File: src/rtl/disp_scan_cntrl.sv
// -----------------------------------------------------------------------------
// disp_scan_cntrl
//   Self-scanning N-digit 7-segment display driver. A prescaler divides
//   clk_10Mhz into digit slots and the anode scan steps through the digits on
//   each slot boundary. Digit data, enables and brightness are written into a
//   shadow buffer with 'load'. The shadow is copied into the active buffer only
//   when the scan wraps from the last digit to digit 0, so a frame never mixes
//   old and new data. Inside each slot the anode stays off for GUARD cycles to
//   suppress ghosting. After that the digit is lit for a duty set by the
//   brightness code.
//
// Ports
//   clk_10Mhz    in   1             system clock
//   reset        in   1             asynchronous active-low reset
//   seg_data     in   8*NUM_DIGITS  digit d pattern at [8d+7:8d], active-low,
//                                   bit7 = DP, bit0 = segment a
//   digit_en     in   NUM_DIGITS    1 = digit displayed, 0 = blanked
//   brightness   in   BRIGHT_W      0 = dimmest non-zero duty, all-ones = full
//   load         in   1             strobe: capture inputs into the shadow buffer
//   seg          out  8             active-low segment drive (registered)
//   an           out  NUM_DIGITS    active-low anode drive, one-cold (registered)
//   frame_start  out  1             pulse on the cycle after the scan wraps
//
// The reset deassertion must already be synchronised to clk_10Mhz upstream.
// -----------------------------------------------------------------------------
module disp_scan_cntrl #(
  parameter int NUM_DIGITS = 8,
  parameter int CLK_HZ     = 10_000_000,
  parameter int SCAN_HZ    = 1_000,
  parameter int BRIGHT_W   = 4,
  parameter int GUARD      = 2
) (
  input  logic                    clk_10Mhz,
  input  logic                    reset,
  input  logic [8*NUM_DIGITS-1:0] seg_data,
  input  logic [NUM_DIGITS-1:0]   digit_en,
  input  logic [BRIGHT_W-1:0]     brightness,
  input  logic                    load,
  output logic [7:0]              seg,
  output logic [NUM_DIGITS-1:0]   an,
  output logic                    frame_start
);

  localparam int DIV = CLK_HZ / SCAN_HZ;
  localparam int CW  = (DIV > 1) ? $clog2(DIV) : 1;
  localparam int IW  = (NUM_DIGITS > 1) ? $clog2(NUM_DIGITS) : 1;
  localparam int OW  = CW + BRIGHT_W + 1;

  // Parameter sanity checks.
  if (DIV < 2**BRIGHT_W) begin : g_bad_div
    $error("disp_scan_cntrl: DIV (%0d) smaller than 2**BRIGHT_W", DIV);
  end
  if (GUARD >= DIV) begin : g_bad_guard
    $error("disp_scan_cntrl: GUARD (%0d) must be below DIV (%0d)", GUARD, DIV);
  end
  if (NUM_DIGITS < 1 || NUM_DIGITS > 16) begin : g_bad_digits
    $error("disp_scan_cntrl: NUM_DIGITS (%0d) out of range 1..16", NUM_DIGITS);
  end

  logic [CW-1:0]           cnt;
  logic [IW-1:0]           idx;
  logic [8*NUM_DIGITS-1:0] sh_seg, ac_seg;
  logic [NUM_DIGITS-1:0]   sh_en,  ac_en;
  logic [BRIGHT_W-1:0]     sh_br,  ac_br;
  logic                    pending;

  logic                    tick;
  logic                    wrap;
  logic [OW-1:0]           on_cyc;
  logic [OW-1:0]           lit_end;
  logic [OW-1:0]           cnt_ext;
  logic                    lit;
  logic [7:0]              seg_nxt;
  logic [NUM_DIGITS-1:0]   an_nxt;

  assign tick = (cnt == CW'(DIV - 1));
  assign wrap = tick && (idx == IW'(NUM_DIGITS - 1));

  always_comb begin
    on_cyc  = ((OW'(ac_br) + OW'(1)) * OW'(DIV)) >> BRIGHT_W;
    // At the lowest codes on_cyc can fall inside the guard window. Keep at
    // least one lit cycle so that code 0 is still visible.
    lit_end = (on_cyc > OW'(GUARD)) ? on_cyc : OW'(GUARD + 1);
    cnt_ext = OW'(cnt);
    lit     = (cnt_ext >= OW'(GUARD)) && (cnt_ext < lit_end) && ac_en[idx];
    seg_nxt = 8'hFF;
    an_nxt  = '1;
    if (lit) begin
      seg_nxt = ac_seg[8*int'(idx) +: 8];
      an_nxt  = ~(NUM_DIGITS'(1) << idx);
    end
  end

  always_ff @(posedge clk_10Mhz or negedge reset) begin
    if (!reset) begin
      cnt         <= '0;
      idx         <= '0;
      sh_seg      <= '1;
      sh_en       <= '0;
      sh_br       <= '1;
      ac_seg      <= '1;
      ac_en       <= '0;
      ac_br       <= '1;
      pending     <= 1'b0;
      seg         <= 8'hFF;
      an          <= '1;
      frame_start <= 1'b0;
    end else begin
      if (tick) begin
        cnt <= '0;
        idx <= wrap ? '0 : idx + IW'(1);
      end else begin
        cnt <= cnt + CW'(1);
      end

      if (load) begin
        sh_seg <= seg_data;
        sh_en  <= digit_en;
        sh_br  <= brightness;
      end

      // A load on the wrap tick bypasses the shadow so it shows at once.
      // It also supersedes anything already pending.
      if (wrap && load) begin
        ac_seg  <= seg_data;
        ac_en   <= digit_en;
        ac_br   <= brightness;
        pending <= 1'b0;
      end else if (wrap && pending) begin
        ac_seg  <= sh_seg;
        ac_en   <= sh_en;
        ac_br   <= sh_br;
        pending <= 1'b0;
      end else if (load) begin
        pending <= 1'b1;
      end

      seg         <= seg_nxt;
      an          <= an_nxt;
      frame_start <= wrap;
    end
  end

endmodule

File: config.mk
export PLATFORM = sky130hd
export DESIGN_NAME = disp_scan_cntrl
export DESIGN_NICKNAME = d
export VERILOG_FILES = /design/src/rtl/disp_scan_cntrl.sv
export SDC_FILE = /design/constraint.sdc
export NUM_CORES = 1
export LEC_CHECK = 0
export ABC_CLOCK_PERIOD_IN_PS = 9170
export CAP_MARGIN = 0
export CORE_UTILIZATION = 60
export CTS_CLUSTER_SIZE = 24
export DETAILED_ROUTE_END_ITERATION = 10
export GPL_TIMING_DRIVEN = 1
export PLACE_DENSITY = 0.84
export SETUP_SLACK_MARGIN = 0.2
export SLEW_MARGIN = 15
export SYNTH_ARGS = -nofsm -noshare
export SYNTH_HDL_FRONTEND = slang
export SYNTH_SLANG_ARGS = --single-unit
export TNS_END_PERCENT = 5
File: constraint.sdc
create_clock -name clk_10Mhz -period 9.17 [get_ports clk_10Mhz]
set_clock_uncertainty 0.05 [all_clocks]
set_input_delay 0.917 -clock clk_10Mhz [delete_from_list [all_inputs] [get_ports clk_10Mhz]]
set_output_delay 0.917 -clock clk_10Mhz [all_outputs]
set_load 0.01 [all_outputs]
* Word-level counts from Yosys, hierarchy flattened *
Cells that the tools add are included.
W data, S select, Z words.

storage, ports and cells
  input port bits = 79
  output and inout port bits = 17
  word-level logic and storage cells = 48
  register bits after elaboration = 187

operators by class
  reductions and logical operators = 7
  add/sub/neg operators = 3
  bitwise gates (word level) = 1
  multipliers = 1
  muxes and demuxes = 16
  eq/ne operators = 2
  shift operators = 2
  $lt $le $gt $ge = 4

operators by type and width
  kind                     count
  $mux W64                 2
  $shiftx A64 B7 Y8        1
  $mux W8                  4
  $gt A15 B2 Y1 const B    1
  $lt A14 B15 Y1           1
  $mul A5 B10 Y15 const B  1
  $mux W15                 1
  $add A14 B1 Y14 const B  1
  $eq A14 B14 Y1 const B   1
  $ge A14 B2 Y1 const B    1
  $mux W14                 1
  $mux W4                  2
  $not A8 Y8               1
  $shl A1 B3 Y8 const A    1
  $add A4 B1 Y5 const B    1
  $logic_and A1 B1 Y1      5
  $lt A3 B4 Y1 const B     1
  $mux W1                  4
  $add A3 B1 Y3 const B    1
  $bmux W1 S3              1
  $eq A3 B3 Y1 const B     1
  $mux W3                  1
  $reduce_bool A3 Y1       1
  $reduce_bool A2 Y1       1

* Longest topological paths before layout *
  depth in word-level cells = 8
  mapped depth = 23
  depth with buffers taken out = 22

* Least setup slack after synthesis *
Ideal clock, no wire load.

  kind = register to register
  start = reg ac_br[0]
  end = reg an[3]
  required time = 9.028 ns
  path buffers = 1
  stages on the path, launching flop included = 22
  period minus slack after synthesis = 5.922 ns
  data arrival time = 5.780 ns
  slack = 3.248 ns
  library setup time = 0.092 ns
  cells stage by stage = dfstp_2 nand3_1 xnor2_1 inv_1 fa_1 ha_1 ha_1 ha_1 and3_1 or3_1 a211oi_1 nand4b_1 or4_4 and2_1 ha_1 nand3_1 a21oi_1 o31ai_1 nand4_1 o2bb2ai_1 buf_2 o21ai_0

between the ends
  word-level cells in the longest chain between the ends = 8

RTL lines
  item                                RTL line  source
  start: declaration                  64        logic [BRIGHT_W-1:0] sh_br, ac_br;
  start signal: assignment            127       ac_br <= brightness;
  start signal: assignment            132       ac_br <= sh_br;
  $add A4 B1 Y5 *                     80        on_cyc = ((OW'(ac_br) + OW'(1)) * OW'(DIV)) >> BRIGHT_W;
  $mul A5 B10 Y15 *                   80
  $gt A15 B2 Y1                       83        lit_end = (on_cyc > OW'(GUARD)) ? on_cyc : OW'(GUARD + 1);
  $mux W15 *                          83
  $lt A14 B15 Y1 *                    85        lit = (cnt_ext >= OW'(GUARD)) && (cnt_ext < lit_end) && ac_en[idx];
  $logic_and A1 B1 Y1 * (2 in a row)  85
  $mux W8 *                           88        if (lit) begin
  named net an_nxt[3]                 74        logic [NUM_DIGITS-1:0] an_nxt;
  end signal: assignment              139       an <= an_nxt;
  end: declaration                    40        output logic [NUM_DIGITS-1:0] an,

Mark *: on every way through the listed nets, which the timed path passes. The rest lies on a longest branch.
A chain may end at the register's enable or synchronous reset.

* Worst setup path after layout *
  start = reg ac_br[0]
  end = reg an[2]

The elaborated chain is that of the path after synthesis.

==> flow_summary.ini <==
[status]
outcome = completed

[timing]
min_period_ns = 6.80
period_share_pct = 74.2
relSlewSlack_pct = 29.4
finalSetupTns_ns = 0
final_max_slew_viol_count = 0
rsz0062_at_grt = no
final-setup-viol-count = 0
fin_ws_ns = 2.37
max_freq_mhz = 147
worst_pin_slew_ns = 1.06
final-hold-violation-count = 0

[synth]
synth_top_area_share_pct = 42.9
synth_async_sr_flop_share_pct = 100
synth_common_cells = dfstp_2, nand2_1, mux2_2, nor2_1, ha_1
synth_area_leaders = dfstp_2, mux2_2, dfrtp_1, ha_1, mux4_2
ys_seq_area_share_pct = 52.3
synth_top_cell_by_area = dfstp_2
netlist_instances = 787
yosys_warnings = 0
synth-edff-count = 0
synth_area_um2 = 9310
ys.flop_type = dfstp_2
ys_ff_latch = 187
synth_fp_nets = 918
synth_area_per_cell_um2 = 11.8
synth.most_common_cell = dfstp_2
ys_types = 51

[clock_network]
holdBufCountCts = 0
cts_inserted_buffers = 17
cts-root-buf = clkbuf_16
clkLatencyLatePin_ns = 0.44
h-tree-depth = 4
cts_tree = yes
clkTransAtPathRegs_ns = 0.07
clockBufferDepth = 2
cts_resized = 0
cts.sinks = 187
post_cts_buffers = 0

[min_path]
hold_class = flip-flop to flip-flop

[floorplanning]
ioPinCount = 96
start_util_pct = 61.5
die_height_um = 127
rows = 45
die_w_um = 127
core_region_area_um2 = 15100
die_area_um2 = 16000

[power_and_ir_drop]
finalPower_mw = 1.80
power.density_nw_per_um2 = 165
ir_drop_v = 0.000193
p_leak_nw = 4.56

[detailed_routing]
dr.pass1.iters = 6
drc = 0
viasPerCell = 6.06
wl_um = 20400
ant_nets = 0
vias = 6485
drtIter0Drc = 386
wire_per_inst_um = 19.1

[cells_and_area]
final_nets = 1000
drive_gt1_share_pct = 35.9
finalNonFillerCells = 1070
syn2layout_area_growth_pct = 17.4
n_antenna_cell = 0

[global_routing]
gr-total-overflow = 0
grt_max_degree = 118
antenna_found_initial = 0
grt_first_pass_wirelength_um = 33600
grt_usage_pct = 27.5
grt_pass1_vias = 6638

[place]
dp_hpwl_um = 14000
place_congestion = 0.886
dp_cells = 1038
port_buffers = 95
dp_slack_ns = 2.13

[setup_path]
critPathKind = flip-flop to flip-flop
arrival_ns = 7.06
startpoint_type = flip-flop
worstPathRequired_ns = 9.43
cp-end-kind = flip-flop
crit_fanout = 16

[run]
maxCapViolCount = 0
## report_power, final
part	internal, mW	total, mW	switching [mW]
Clock	0.369	0.678	0.309
Combinational	0.0973	0.184	0.0862
Sequential	0.914	0.942	0.0276
## worst max-delay path, cell delays in order (launching register included)
cell and delay, ns:
dfstp_2 0.65, nand3_1 0.12, xnor2_1 0.45, inv_1 0.23, fa_1 0.50, ha_1 0.30
ha_1 0.29, ha_1 0.36, and3_1 0.21, or3_1 0.37, a211oi_1 0.25, nand4b_1 0.22
or4_4 0.61, and2_1 0.19, ha_1 0.30, nand3_1 0.09, a21oi_1 0.07, o31ai_1 0.23
nand4_1 0.21, nor4b_4 0.76, o211ai_1 0.21
## cell usage in the layout, fill, tap and decap left out, types with 3 or more instances in the layout
| cell | synthesis | final |
|---|---|---|
| dfstp_2 | 152 | 152 |
| nand2_1 | 103 | 103 |
| mux2_2 | 96 | 96 |
| clkdlybuf4s50_1 | 0 | 93 |
| nor2_1 | 79 | 79 |
| ha_1 | 48 | 48 |
| a31oi_1 | 46 | 46 |
| dfrtp_1 | 35 | 35 |
| inv_1 | 22 | 22 |
| mux4_2 | 18 | 18 |
| clkbuf_16 | 0 | 17 |
| o22ai_1 | 15 | 15 |
| nand3_1 | 14 | 14 |
| o21ai_0 | 14 | 14 |
| a21oi_1 | 13 | 13 |
| mux2_1 | 10 | 10 |
| xor2_1 | 9 | 9 |
| xnor2_1 | 9 | 9 |
| buf_4 | 2 | 7 |
| nand4_1 | 6 | 6 |
| o211ai_1 | 6 | 6 |
| or3_1 | 5 | 5 |
| and3_1 | 4 | 4 |
| or2_2 | 4 | 4 |
| fa_1 | 4 | 4 |
| clkinv_2 | 0 | 4 |
| a211oi_1 | 3 | 3 |
| nor4_1 | 3 | 3 |
| clkbuf_8 | 0 | 3 |
| clkbuf_1 | 21 | 3 |
## through the flow
| stage | utilization (%) | hold WS [ns] | instance area (um^2) |
|---|---|---|---|
| after global routing | 72.2 | 0.453 | 10900 |
| after CTS | 72.1 | 0.434 | 10900 |
| after detailed placement | 68.5 | 0.423 | 10400 |
| final | 72.2 | 0.431 | 10900 |
| after global placement | 68.5 | 0.408 | 10400 |
| after floorplan | - | 0.402 | 9310 |
## worst paths after layout
check	startpoint	endpoint	slack, ns	depth (start not counted)
max in group asynchronous	reset	cnt[4]	6.93	2
setup reg to reg	ac_br[0]	an[2]	2.37	20
setup / recovery	ac_br[0]	an[2]	2.37	20
hold / removal	sh_seg[34]	ac_seg[34]	0.43	2
min in group asynchronous	reset	sh_en[0]	0.50	1
hold reg to reg	sh_seg[34]	ac_seg[34]	0.43	2
## cells by family after synthesis
group                      Yosys count  share of synthesized area (%)
and+or+nand+nor                    233                           11.2
DFF                                187                           52.3
muxes                              126                           17.4
AOI/OAI and AO/OA                  110                           7.41
buffers and inverters               61                           2.72
adders and majority gates           52                           7.31
xor gates and xnor gates            18                           1.69
## sequential cells by signal, indices dropped and copies added (netlist names)
register and cells:
sh_seg 64, idx 3, ac_seg 64, ac_en 8
ac_br 4, an 8, sh_en 8, cnt 14
frame_start 1, pending 1, sh_br 4, seg 8
## area by class of cell
class / instances / area [um^2]
tap: 188 / 235
fill: 985 / 4210
clock buffer: 23 / 478
inverter: 22 / 82.6
multi-input combinational: 539 / 4200
timing repair buffer: 102 / 1010
sequential: 187 / 4870
clock inverter: 9 / 62.6
## routing by layer
metal / up-vias / share of wire, % / global-route usage [%]
li1: 2938 / - / -
met1: 3316 / 42 / 36.0
met2: 191 / 50 / 44.8
met3: 40 / 5.3 / 5.48
met5: - / 0 / 0
met4: 0 / 2.7 / 11.9
No activity file was read; power rests on OpenSTA's default activity.
